==> src/rtl/quet_phim_4x4_pkg.sv <==
// Shared types and constants for the 4x4 keypad scanner.
// Imported by the scanner top and its testbench.
package quet_phim_4x4_pkg;

  typedef enum logic [1:0] {
    SCAN  = 2'd0,
    DEB_P = 2'd1,
    HELD  = 2'd2,
    DEB_R = 2'd3
  } state_e;

  localparam logic [3:0] ROW_RESET = 4'b1110;
  localparam logic [3:0] COL_IDLE  = 4'b1111;

  function automatic logic is_single(input logic [3:0] p);
    return $countones(~p) == 1;
  endfunction

  function automatic logic [1:0] col_idx(input logic [3:0] p);
    logic [1:0] idx;
    idx = 2'd0;
    unique case (1'b1)
      ~p[0]:   idx = 2'd0;
      ~p[1]:   idx = 2'd1;
      ~p[2]:   idx = 2'd2;
      ~p[3]:   idx = 2'd3;
      default: idx = 2'd0;
    endcase
    return idx;
  endfunction

endpackage

==> src/rtl/quet_phim_4x4_if.sv <==
// Keypad-side bundle: tick, column sense, row drive and key outputs.
// master = scanner, slave = keypad/consumer side.
interface quet_phim_4x4_if;
  logic       ena1khz;
  logic [3:0] col;
  logic [3:0] row;
  logic [3:0] key_code;
  logic       key_valid;
  logic       key_held;

  modport master (
    input  ena1khz, col,
    output row, key_code, key_valid, key_held
  );

  modport slave (
    output ena1khz, col,
    input  row, key_code, key_valid, key_held
  );
endinterface

==> src/rtl/quet_phim_4x4_dong_bo_2ff.sv <==
// 4-bit two-flop synchronizer, resets to all ones (idle columns).
// Used to bring the asynchronous column lines into the ckht domain.
module dong_bo_2ff (
  input  logic       clk,
  input  logic       rst,
  input  logic [3:0] d,
  output logic [3:0] q
);
  logic [3:0] meta_d, meta_q;
  logic [3:0] sync_d, sync_q;

  always_comb begin
    meta_d = d;
    sync_d = meta_q;
  end

  always_ff @(posedge clk or posedge rst) begin
    if (rst) begin
      meta_q <= 4'b1111;
      sync_q <= 4'b1111;
    end else begin
      meta_q <= meta_d;
      sync_q <= sync_d;
    end
  end

  assign q = sync_q;
endmodule

==> src/rtl/quet_phim_4x4.sv <==
// 4x4 matrix keypad scanner with press/release debounce.
// Rows rotate on each idle tick; a detected key freezes the row.
module quet_phim_4x4
  import quet_phim_4x4_pkg::*;
#(
  parameter int DB_MS = 20
) (
  input  logic              ckht,
  input  logic              rst,
  quet_phim_4x4_if.master   kp
);
  localparam int CW = $clog2(DB_MS + 1);
  localparam logic [CW-1:0] CNT_MAX = CW'(DB_MS);
  localparam logic [CW-1:0] CNT_ONE = CW'(1);

  logic [3:0]    col_s;
  state_e        state_d, state_q;
  logic [CW-1:0] cnt_d, cnt_q, cnt_inc;
  logic [1:0]    row_idx_d, row_idx_q;
  logic [3:0]    row_d, row_q;
  logic [3:0]    pat_d, pat_q;
  logic [3:0]    code_d, code_q;
  logic          valid_d, valid_q;
  logic          held_d, held_q;

  dong_bo_2ff u_sync (
    .clk (ckht),
    .rst (rst),
    .d   (kp.col),
    .q   (col_s)
  );

  always_comb begin
    state_d   = state_q;
    cnt_d     = cnt_q;
    row_idx_d = row_idx_q;
    pat_d     = pat_q;
    code_d    = code_q;
    valid_d   = 1'b0;
    held_d    = held_q;
    cnt_inc   = (cnt_q == CNT_MAX) ? cnt_q : cnt_q + 1'b1;
    if (kp.ena1khz) begin
      unique case (state_q)
        SCAN: begin
          if (is_single(col_s)) begin
            pat_d = col_s;
            cnt_d = CNT_ONE;
            if (DB_MS == 1) begin
              code_d  = {row_idx_q, col_idx(col_s)};
              valid_d = 1'b1;
              held_d  = 1'b1;
              cnt_d   = '0;
              state_d = HELD;
            end else begin
              state_d = DEB_P;
            end
          end else begin
            row_idx_d = row_idx_q + 2'd1;
          end
        end
        DEB_P: begin
          if (col_s == pat_q) begin
            cnt_d = cnt_inc;
            if (cnt_inc == CNT_MAX) begin
              code_d  = {row_idx_q, col_idx(pat_q)};
              valid_d = 1'b1;
              held_d  = 1'b1;
              cnt_d   = '0;
              state_d = HELD;
            end
          end else begin
            cnt_d   = '0;
            state_d = SCAN;
          end
        end
        HELD: begin
          if (col_s == COL_IDLE) begin
            cnt_d = CNT_ONE;
            if (DB_MS == 1) begin
              held_d    = 1'b0;
              row_idx_d = row_idx_q + 2'd1;
              cnt_d     = '0;
              state_d   = SCAN;
            end else begin
              state_d = DEB_R;
            end
          end
        end
        DEB_R: begin
          if (col_s == COL_IDLE) begin
            cnt_d = cnt_inc;
            if (cnt_inc == CNT_MAX) begin
              held_d    = 1'b0;
              row_idx_d = row_idx_q + 2'd1;
              cnt_d     = '0;
              state_d   = SCAN;
            end
          end else begin
            cnt_d   = '0;
            state_d = HELD;
          end
        end
        default: state_d = SCAN;
      endcase
    end
    row_d = ~(4'b0001 << row_idx_d);
  end

  always_ff @(posedge ckht or posedge rst) begin
    if (rst) begin
      state_q   <= SCAN;
      cnt_q     <= '0;
      row_idx_q <= 2'd0;
      row_q     <= ROW_RESET;
      pat_q     <= COL_IDLE;
      code_q    <= 4'd0;
      valid_q   <= 1'b0;
      held_q    <= 1'b0;
    end else begin
      state_q   <= state_d;
      cnt_q     <= cnt_d;
      row_idx_q <= row_idx_d;
      row_q     <= row_d;
      pat_q     <= pat_d;
      code_q    <= code_d;
      valid_q   <= valid_d;
      held_q    <= held_d;
    end
  end

  assign kp.row       = row_q;
  assign kp.key_code  = code_q;
  assign kp.key_valid = valid_q;
  assign kp.key_held  = held_q;
endmodule

==> src/flat_wrapper.sv <==
// flat-port wrapper written by rule: the top's interface ports become plain ports
module quet_phim_4x4_flat import quet_phim_4x4_pkg::*;
#(
  parameter int DB_MS = 20
)
  (ckht, rst, kp_ena1khz, kp_col, kp_row, kp_key_code, kp_key_valid, kp_key_held);
  quet_phim_4x4_if kp_i ();
  input  logic ckht;
  input  logic rst;
  input wire logic [$bits(kp_i.ena1khz)-1:0] kp_ena1khz;
  input wire logic [$bits(kp_i.col)-1:0] kp_col;
  output wire logic [$bits(kp_i.row)-1:0] kp_row;
  output wire logic [$bits(kp_i.key_code)-1:0] kp_key_code;
  output wire logic [$bits(kp_i.key_valid)-1:0] kp_key_valid;
  output wire logic [$bits(kp_i.key_held)-1:0] kp_key_held;
  assign kp_i.ena1khz = kp_ena1khz;
  assign kp_i.col = kp_col;
  assign kp_row = kp_i.row;
  assign kp_key_code = kp_i.key_code;
  assign kp_key_valid = kp_i.key_valid;
  assign kp_key_held = kp_i.key_held;
  quet_phim_4x4 #(.DB_MS(DB_MS)) u_core (.ckht(ckht), .rst(rst), .kp(kp_i));
endmodule
==> config.mk <==
export PLATFORM = sky130hd
export DESIGN_NAME = quet_phim_4x4_flat
export DESIGN_NICKNAME = d
export VERILOG_FILES = /design/src/rtl/quet_phim_4x4_pkg.sv /design/src/rtl/quet_phim_4x4_if.sv /design/src/rtl/quet_phim_4x4_dong_bo_2ff.sv /design/src/rtl/quet_phim_4x4.sv /design/src/flat_wrapper.sv
export SDC_FILE = /design/constraint.sdc
export NUM_CORES = 1
export LEC_CHECK = 0
export CAP_MARGIN = 5
export CELL_PAD_IN_SITES_DETAIL_PLACEMENT = 1
export CELL_PAD_IN_SITES_GLOBAL_PLACEMENT = 2
export CORE_ASPECT_RATIO = 1.75
export CORE_MARGIN = 4
export CORE_UTILIZATION = 34
export CTS_BUF_LIST = sky130_fd_sc_hd__clkbuf_16
export CTS_CLUSTER_SIZE = 28
export DETAILED_ROUTE_END_ITERATION = 8
export HOLD_SLACK_MARGIN = 0.15
export PLACE_DENSITY = 0.76
export SLEW_MARGIN = 20
export SYNTH_ARGS = -nofsm -noshare
export SYNTH_HDL_FRONTEND = slang
export SYNTH_SLANG_ARGS = --single-unit
==> constraint.sdc <==
create_clock -name ckht -period 2.7 [get_ports ckht]
set_input_delay 0.405 -clock ckht [delete_from_list [all_inputs] [get_ports ckht]]
set_output_delay 0.405 -clock ckht [all_outputs]
set_load 0.005 [all_outputs]
# == Word-level counts from Yosys, hierarchy flattened ==
# Index checks and enable logic that the tools add are counted.
# word_totals
register_bits,31
latch_bits,0
ram_bits,0
mem_bits_ro,0
inputBits,7
output_inout_bits,10
n_memories,0
# classes
n_addsub,5
n_mul,0
n_div,0
order_cmp,0
eq_ne,16
shifts,1
n_mux,29
n_bitwise,5
reduce_logical,7
# op_table
cell,count
adder 32 bit,1
"== test 32 x 2 -> 1 bit, second input constant",1
two-way mux 5 bit,6
two-way mux 2 bit,10
case mux 5 bit (4 select lines),1
"!= test 2 x 1 -> 1 bit, second input constant",6
"== test 5 bit, second input constant",2
two-way mux 1 bit,8
NOT 4 bit,2
case mux 2 bit (4 select lines),1
case mux 2 bit (3 select lines),1
AND reduction 3 bit,2
AND reduction 6 bit,1
"adder 5 x 1 -> 5 bit, second input constant",1
AND reduction 5 bit,1
adder 1 x 1 -> 2 bit,2
"== test 2 bit, second input constant",2
== test 4 bit,1
"== test 4 bit, second input constant",1
case mux 2 bit (2 select lines),1
AND reduction 4 bit,1
"left shift 1 x 2 -> 4 bit, first input constant",1
"!= test 3 x 2 -> 1 bit, second input constant",1
"!= test 3 bit, second input constant",1
other kinds (6),8

# == Depth between registers and ports, before layout ==
# Gate-level depths: netlist of run 1.
# logic_depth
word_depth,9
ltp_mapped,9

# == Modules after synthesis ==
# Synthesis of run 1 repeated with hierarchy kept, for this count alone.
# unflattened
hier_cells,168
area_unflattened_um2,1711.6
# modules_own_cells
module,instances,cells_each,area_each_um2,seq_area_each_um2
quet_phim_4x4,1,159,1497.7,584.3
dong_bo_2ff,1,9,214.0,210.2

# == Least setup slack after synthesis of run 1 ==
# OpenSTA, ideal clock, no wires.
# synth_path
kind,flip-flop to flip-flop
from,reg u_core.u_sync.sync_q[0] (netlist: u_core.u_sync.q[0])
to,reg u_core.state_q[1]
setup_time_ns,0.121
arrival_ns,2.847
path_slack_ns,-0.268
path_stages_with_launch,9
path_buffers,0
path_cell_list,dfstp_2 inv_1 ha_1 ha_1 fa_1 or3b_1 a221oi_2 o21ai_0 a22o_1
# synth_via
elab_chain_cells,6
# synth_rtl
element,line_no,source
from (decl),quet_phim_4x4_dong_bo_2ff.sv:10,"logic [3:0] sync_d, sync_q;"
from (signal assigned),quet_phim_4x4_dong_bo_2ff.sv:23,sync_q <= sync_d;
NOT 4 bit,quet_phim_4x4_pkg.sv:16,return $countones(~p) == 1;
adder 1 x 1 -> 2 bit (implied by the code),quet_phim_4x4_pkg.sv:16,
adder 32 bit (implied by the code),quet_phim_4x4_pkg.sv:16,
== test 32 x 2 -> 1 bit,quet_phim_4x4_pkg.sv:16,
!= test 2 x 1 -> 1 bit (no line),--,
AND reduction 5 bit (no line),--,
to (signal assigned),quet_phim_4x4.sv:120,state_q <= state_d;
to (decl),quet_phim_4x4.sv:17,"state_e state_d, state_q;"
# Parallel ways exist; a longest one is shown, timed or not.
# A chain may end at the register's enable or synchronous reset.

# == Worst setup path after layout of run 1 ==
# layout_path
from,reg u_core.u_sync.sync_q[3] (netlist: u_core.u_sync.q[3])
to,reg u_core.row_q[1] (netlist: u_core.kp.row[1])
# layout_via
elab_chain_cells,9
# layout_rtl
element,line_no,source
NOT 4 bit,quet_phim_4x4_pkg.sv:16,
adder 1 x 1 -> 2 bit (implied by the code),quet_phim_4x4_pkg.sv:16,
adder 32 bit (implied by the code),quet_phim_4x4_pkg.sv:16,
== test 32 x 2 -> 1 bit,quet_phim_4x4_pkg.sv:16,
two-way mux 2 bit,quet_phim_4x4.sv:45,if (is_single(col_s)) begin
case mux 2 bit (2 select lines) (*),quet_phim_4x4.sv:43,unique case (state_q)
two-way mux 2 bit (*),quet_phim_4x4.sv:42,if (kp.ena1khz) begin
left shift 1 x 2 -> 4 bit (*),quet_phim_4x4.sv:106,row_d = ~(4'b0001 << row_idx_d);
NOT 4 bit (*),quet_phim_4x4.sv:106,
named net u_core.row_d[1],quet_phim_4x4.sv:20,"logic [3:0] row_d, row_q;"
to (signal assigned),quet_phim_4x4.sv:123,row_q <= row_d;
to (decl),quet_phim_4x4.sv:20,
# Mark *: on every way through the listed nets, which the timed path passes. The rest lies on a longest branch.

==> impl_metrics.csv, run 1 <==
group,metric,value,unit
placement,gp_congestion,0.8032,
grt,antenna_found_initial,0,
clock_tree,cts.clk_slew.worst_paths,50,ps
sta,finalClockSkew,8.089,ps
power_and_ir_drop,p_sw,0.8137,mW
power_and_ir_drop,combPwrFrac,42.7,%
detailed_routing,drc_errors,0,
worst_setup_path,critPathKind,"reg -> reg",
grt,grt_max_degree,32,
clock_tree,cts-root-buf,"clkbuf_16",
grt,grt_pass1_vias,1587,
worst_setup_path,r2r_end,"u_core.kp.row[1]",
worst_setup_path,start_kind,"register",
run,maxCapViolCount,0,
yosys,ys_seq_area_share,45.45,%
clock_tree,cts.sinks,31,
outcome,violations,"setup timing",
sta,rsz0062_at_grt,"yes",
finish,diodes,0,
yosys,synth_ff_type,"dfrtp_1",
clock_tree,clockBufferDepth,2,
worst_setup_path,cp.arrival,3040,ps
sta,fin_setup_tns,-1193,ps
detailed_routing,routed_wl,4521,um
finish,layoutNonFillerInstCount,251,
worst_setup_path,endpoint_kind,"register",
clock_tree,cts_buffers,5,
grt,grt_util_all_layers,15.59,%
die,start_util,35.12,%
placement,dp_slack,-132.4,ps
worst_setup_path,required,2900,ps
detailed_routing,via_per_inst,5.510,
detailed_routing,final_antenna_net_count,0,
yosys,synth_area_per_cell,11.13,sq um
yosys,syn_nets,176,
outcome,outcome,"finished, violations left",
placement,portBuffers,16,
power_and_ir_drop,p_leak,1.035,nW
sta,tightestPinTransition,946.1,ps
sta,finalCritPeriodShare,105.5,%
yosys,ys_ff_latch,31,
yosys,synth_area_leaders,"dfrtp_1, dfstp_2, ha_1",
die,fp.dieW,62.20,um
sta,setup_ws,-148.2,ps
power_and_ir_drop,intPower,1.515,mW
yosys,yosysWarnings,0,
finish,area_growth,38.08,%
finish,final_area,2414,sq um
grt,overflow,0,
placement,dpl-instance-area,2130,sq um
yosys,netlist_area,1748,sq um
sta,setup_viol,12,
yosys,synth_top_area_cell,"dfrtp_1",
die,core_area,4977,sq um
placement,place_inst,239,
clock_tree,ctsHoldBuffers,0,
power_and_ir_drop,power_density,965.0,nW/um^2
power_and_ir_drop,switching_share,34.94,%
power_and_ir_drop,seqPwrFrac,30.2,%
worst_setup_path,r2r-start,"u_core.u_sync.q[3]",
worst_setup_path,crit_fanout,5,
hold_path,holdPathStages,0,
grt,grt_pass1_wl,7776,um
clock_tree,clock_latency,280,ps
clock_tree,cts_tree,"yes",
sta,drv_slew,0,
placement,dpl.hpwl,3381,um
finish,nets,215,
die,io_pins,17,
finish,drive_above_1_share,38.07,%
power_and_ir_drop,vdd_ir_drop_max,0.0007004,V
yosys,async_reset_ff_share,100.0,%
worst_setup_path,rrSetupSlack,-150,ps
clock_tree,cts_max_level,2,
yosys,synth_cell_types,49,
power_and_ir_drop,clock_power_share,27.2,%
sta,finalHoldViolations,0,
die,fp.dieArea,6397,sq um
yosys,netlist.area_leader.share,22.91,%
detailed_routing,wire_per_inst,18.01,um
hold_path,hold-path-endpoint,"u_core.u_sync.q[0]",
die,rows,34,
die,die_h,102.9,um
finish,post-route-util,48.49,%
detailed_routing,drt_iter0_drc,29,
finish,nFillCells,540,
yosys,synth-edff-count,0,
worst_setup_path,startpoint,"u_core.u_sync.q[3]",
worst_setup_path,worstRegToRegCells,10,
sta,maxSlewHeadroom,36.93,%
hold_path,min_path_type,"reg -> reg",
sta,period_minus_slack,2848,ps
yosys,syn_inst,157,
hold_path,hp-start,"u_core.u_sync.meta_q[0]",
sta,fmax,351.1,MHz
detailed_routing,via_count,1383,
detailed_routing,first_pass_iters,4,
==> sequential cells by signal (all words and copies together) (netlist names) <==
signal,cells
u_core.kp.row,4
u_core.cnt_q,5
u_core.pat_q,4
u_core.u_sync.q,4
u_core.u_sync.meta_q,4
u_core.kp.key_held,1
u_core.kp.key_code,4
u_core.state_q,2
u_core.row_idx_q,2
u_core.kp.key_valid,1
==> cell families after synthesis <==
kind of cell | share of synthesized area, %
AOI/OAI and AO/OA | 20.47
and+or+nand+nor | 12.96
DFF | 45.45
buffers and inverters | 4.295
adders and majority gates | 9.019
muxes | 5.297
xor gates and xnor gates | 2.505
==> what timing repair did <==
action,4_1_cts,5_1_grt
buffers inserted,3,2
endpoints found under the setup margin,13,16
gates resized for setup,6,18
pin swaps,3,10
==> per-stage QoR <==
stage               total power, mW  hold slack [ps]
finish                        2.329            353.0
global route                  2.477            357.1
CTS                           2.286            354.7
detailed placement            1.575            347.3
global placement              1.536            345.4
floorplan                     1.262            345.2
==> metal layers <==
layer	vias to the layer above	part of all wire, %	routed length (um)	track usage, %
li1	647	-	-	-
met1	712	35	1563	14.74
met2	16	61	2745	31.55
met3	8	2.4	110	3.162
met4	0	2.3	102	6.678
met5	-	0	0	0
==> area by class of cell <==
type,count,area [sq um],share of cell area (%)
Inverter,16,60.06,2.488
Clock buffer,5,125.1,5.184
Clock inverter,3,38.79,1.607
Multi-Input combinational cell,108,1017,42.15
Timing Repair Buffer,34,310.3,12.86
Tap cell,54,67.56,2.799
Sequential cell,31,794.5,32.92
==> cells in the mapped netlist (2+ instances only) <==
library cell  instances
inv_1                16
a22o_1                3
a21oi_1               7
dfstp_2              15
nand2_1              12
a32oi_1               4
mux2_2                2
nor2_1                4
mux2_4                4
ha_1                 11
nor3b_1               2
nand3_1               3
and2_1                2
dfrtp_1              16
xor2_1                5
and3_1                2
a21o_1                2
a221oi_1              2
nand2b_1              3
o22ai_1               3
a22oi_1               4
a211oi_1              2
o21ai_0               7
==> worst max path at each step <==
stage                              to  slack, ps  depth (start not counted)
floorplan            u_core.kp.row[0]        -10                          9
detailed placement  u_core.state_q[1]       -130                          8
finish               u_core.kp.row[1]       -150                         10
CTS                 u_core.state_q[1]       -130                          8
global route         u_core.kp.row[3]       -280                         10
global placement    u_core.state_q[1]        -80                          8
==> power groups by stage <==
| stage | combinational, mW | clock, mW | sequential, mW |
|---|---|---|---|
| after floorplan | 0.578 | 0 | 0.684 |
| after global placement | 0.830 | 0 | 0.706 |
| after detailed placement | 0.863 | 0 | 0.712 |
| after CTS | 0.932 | 0.647 | 0.706 |
| after global routing | 1.09 | 0.669 | 0.719 |
| final | 0.994 | 0.633 | 0.703 |
==> worst max-delay path: stages (launching register included) <==
cell,delay [ps]
dfstp_2,540
inv_2,50
ha_4,240
ha_4,150
fa_1,480
or3b_4,450
mux2_4,320
a22oi_2,170
buf_4,140
a21oi_2,30
a22oi_1,190
==> placed cells by master, fill, tap and decap left out, types with 2 or more instances in the layout <==
| cell type | Yosys | routed |
|---|---|---|
| clkdlybuf4s50_1 | 0 | 16 |
| dfrtp_1 | 16 | 16 |
| dfstp_2 | 15 | 15 |
| inv_1 | 16 | 14 |
| buf_4 | 0 | 14 |
| nand2_1 | 12 | 10 |
| ha_1 | 11 | 8 |
| mux2_4 | 4 | 6 |
| xor2_1 | 5 | 5 |
| a21oi_1 | 7 | 5 |
| clkbuf_16 | 0 | 5 |
| o21ai_1 | 0 | 4 |
| a32oi_1 | 4 | 4 |
| buf_6 | 1 | 4 |
| nand3_1 | 3 | 3 |
| nand2b_1 | 3 | 3 |
| nor2_1 | 4 | 3 |
| a22o_1 | 3 | 3 |
| ha_4 | 0 | 3 |
| and2_1 | 2 | 2 |
| a22oi_1 | 4 | 2 |
| and3_1 | 2 | 2 |
| o21ai_0 | 7 | 2 |
| o21ai_2 | 1 | 2 |
| a21oi_2 | 0 | 2 |
| a211oi_1 | 2 | 2 |
| a21o_1 | 2 | 2 |
| inv_2 | 0 | 2 |
| a22oi_2 | 0 | 2 |
| o22ai_1 | 3 | 2 |
Note: power is estimated with default switching activity, not from simulation.
==> inputs of run 2 (changes only) <==
Settings changed: SKIP_LAST_GASP from default to 1.
==> impl_metrics.csv, run 2 (synthesized netlist as in run 1, its figures left out) <==
group,metric,value,unit
clock_tree,cts_max_level,2,
finish,nFillCells,540,
worst_setup_path,start_kind,"register",
grt,grt_pass1_vias,1587,
finish,drive_above_1_share,38.07,%
sta,tightestPinTransition,946.1,ps
clock_tree,clockBufferDepth,2,
clock_tree,cts-root-buf,"clkbuf_16",
grt,overflow,0,
worst_setup_path,crit_chain,"inv_2 -> ha_4 -> ha_4 -> fa_1 -> or3b_4 -> mux2_4 -> a22oi_2 -> buf_4 -> a21oi_2 -> a22oi_1",
grt,grt_pass1_wl,7776,um
power_and_ir_drop,power_density,964.6,nW/um^2
die,rows,34,
clock_tree,cts.clk_slew.worst_paths,50,ps
finish,regMostFlops,"u_core.cnt_q",
detailed_routing,via_per_inst,5.510,
sta,finalHoldViolations,0,
sta,fmax,351.1,MHz
detailed_routing,drt_iter0_drc,28,
grt,grt_max_degree,32,
die,io_pins,17,
detailed_routing,routed_wl,4524,um
sta,setup_viol,12,
worst_setup_path,worstRegToRegCells,10,
die,fp.dieW,62.20,um
clock_tree,cts_tree,"yes",
worst_setup_path,critPathBufInv,2,
placement,dpl-instance-area,2130,sq um
placement,gp_congestion,0.8032,
detailed_routing,final_antenna_net_count,0,
worst_setup_path,critPathKind,"reg -> reg",
worst_setup_path,r2r_end,"u_core.kp.row[1]",
worst_setup_path,rrSetupSlack,-150,ps
worst_setup_path,endpoint_kind,"register",
sta,drv_slew,0,
power_and_ir_drop,vdd_ir_drop_max,0.0007004,V
worst_setup_path,required,2900,ps
sta,finalClockSkew,8.089,ps
worst_setup_path,r2r-start,"u_core.u_sync.q[3]",
detailed_routing,drc_errors,0,
sta,setup_ws,-148.2,ps
sta,rsz0062_at_grt,"yes",
sta,period_minus_slack,2848,ps
detailed_routing,via_count,1383,
placement,dp_slack,-132.4,ps
finish,multiInputGateArea,1017,sq um
die,start_util,35.12,%
detailed_routing,wire_per_inst,18.02,um
outcome,outcome,"finished, violations left",
worst_setup_path,critical-path-max-stage-delay,540,ps
finish,post-route-util,48.49,%
finish,final_cell_mix,"clkdlybuf4s50_1, dfrtp_1, dfstp_2, inv_1, buf_4",
clock_tree,cts.sinks,31,
finish,layoutNonFillerInstCount,251,
finish,largest_reg_flops,5,
hold_path,holdPathStages,0,
grt,grt_util_all_layers,15.59,%
hold_path,min_path_type,"reg -> reg",
worst_setup_path,crit_fanout,5,
worst_setup_path,cp_common_cell,"ha_4",
worst_setup_path,cp.arrival,3040,ps
hold_path,hold-path-endpoint,"u_core.u_sync.q[0]",
finish,nets,215,
hold_path,hp-start,"u_core.u_sync.meta_q[0]",
sta,maxSlewHeadroom,36.93,%
die,die_h,102.9,um
detailed_routing,first_pass_iters,4,
power_and_ir_drop,p_leak,1.035,nW
worst_setup_path,cp_top_family,"adder cells",
placement,place_inst,239,
die,core_area,4977,sq um
outcome,violations,"setup timing",
clock_tree,cts_buffers,5,
worst_setup_path,slowest_stage,"dfstp_2",
finish,area_growth,38.08,%
clock_tree,clock_latency,280,ps
clock_tree,ctsHoldBuffers,0,
placement,portBuffers,16,
die,fp.dieArea,6397,sq um
grt,antenna_found_initial,0,
sta,finalCritPeriodShare,105.5,%
sta,fin_setup_tns,-1193,ps
placement,dpl.hpwl,3381,um
finish,diodes,0,
run,maxCapViolCount,0,
finish,final_area,2414,sq um
finish,seq_area,794.5,sq um
run 2: cell counts in the layout (fill, tap and decap cells not counted):
No cell type changed its count.
run 2: timing repair:
| item | CTS | global route |
|---|---|---|
| resized for setup | 6 | 17 |
| pin swaps | 3 | 10 |
| setup buffers | 3 | 2 |
| setup endpoints to repair | 13 | 16 |
run 2: worst max-delay path by stage:
stage / endpoint / slack, ps / start / cells past startpoint
floorplan: u_core.kp.row[0] / -10 / u_core.u_sync.q[3] / 9
global placement: u_core.state_q[1] / -80 / u_core.u_sync.q[3] / 8
detailed placement: u_core.state_q[1] / -130 / u_core.u_sync.q[2] / 8
CTS: u_core.state_q[1] / -130 / u_core.u_sync.q[3] / 8
global route: u_core.kp.row[3] / -280 / u_core.u_sync.q[3] / 10
finish: u_core.kp.row[1] / -150 / u_core.u_sync.q[3] / 10
run 2: final cells by class:
type,instances,share of cell area (%)
multi-input combinational,108,42.15
inverter,16,2.488
clock inverter,3,1.607
timing repair buffer,34,12.86
sequential,31,32.92
clock buffer,5,5.184
tap,54,2.799
run 2: layer usage:
metal,track usage [%],share of wire [%],wire length [um],vias up
met5,0,0,0,-
met4,6.678,2.3,102,0
met3,3.162,2.4,110,8
met2,31.55,61,2747,16
met1,14.74,35,1565,712
li1,-,-,-,647
run 2: where the power goes:
group | leakage (nW) | internal (mW) | switching, mW
clock network | 0.0812 | 0.429 | 0.203
logic | 0.584 | 0.482 | 0.511
registers | 0.370 | 0.604 | 0.0993
total | 1.04 | 1.51 | 0.813
run 2: through the flow:
stage          power (mW)  hold slack [ps]
2_1_floorplan       1.262            345.2
5_1_grt             2.476            357.1
3_3_place_gp        1.536            345.4
3_5_place_dp        1.575            347.3
6_report            2.328            353.0
4_1_cts             2.286            354.7
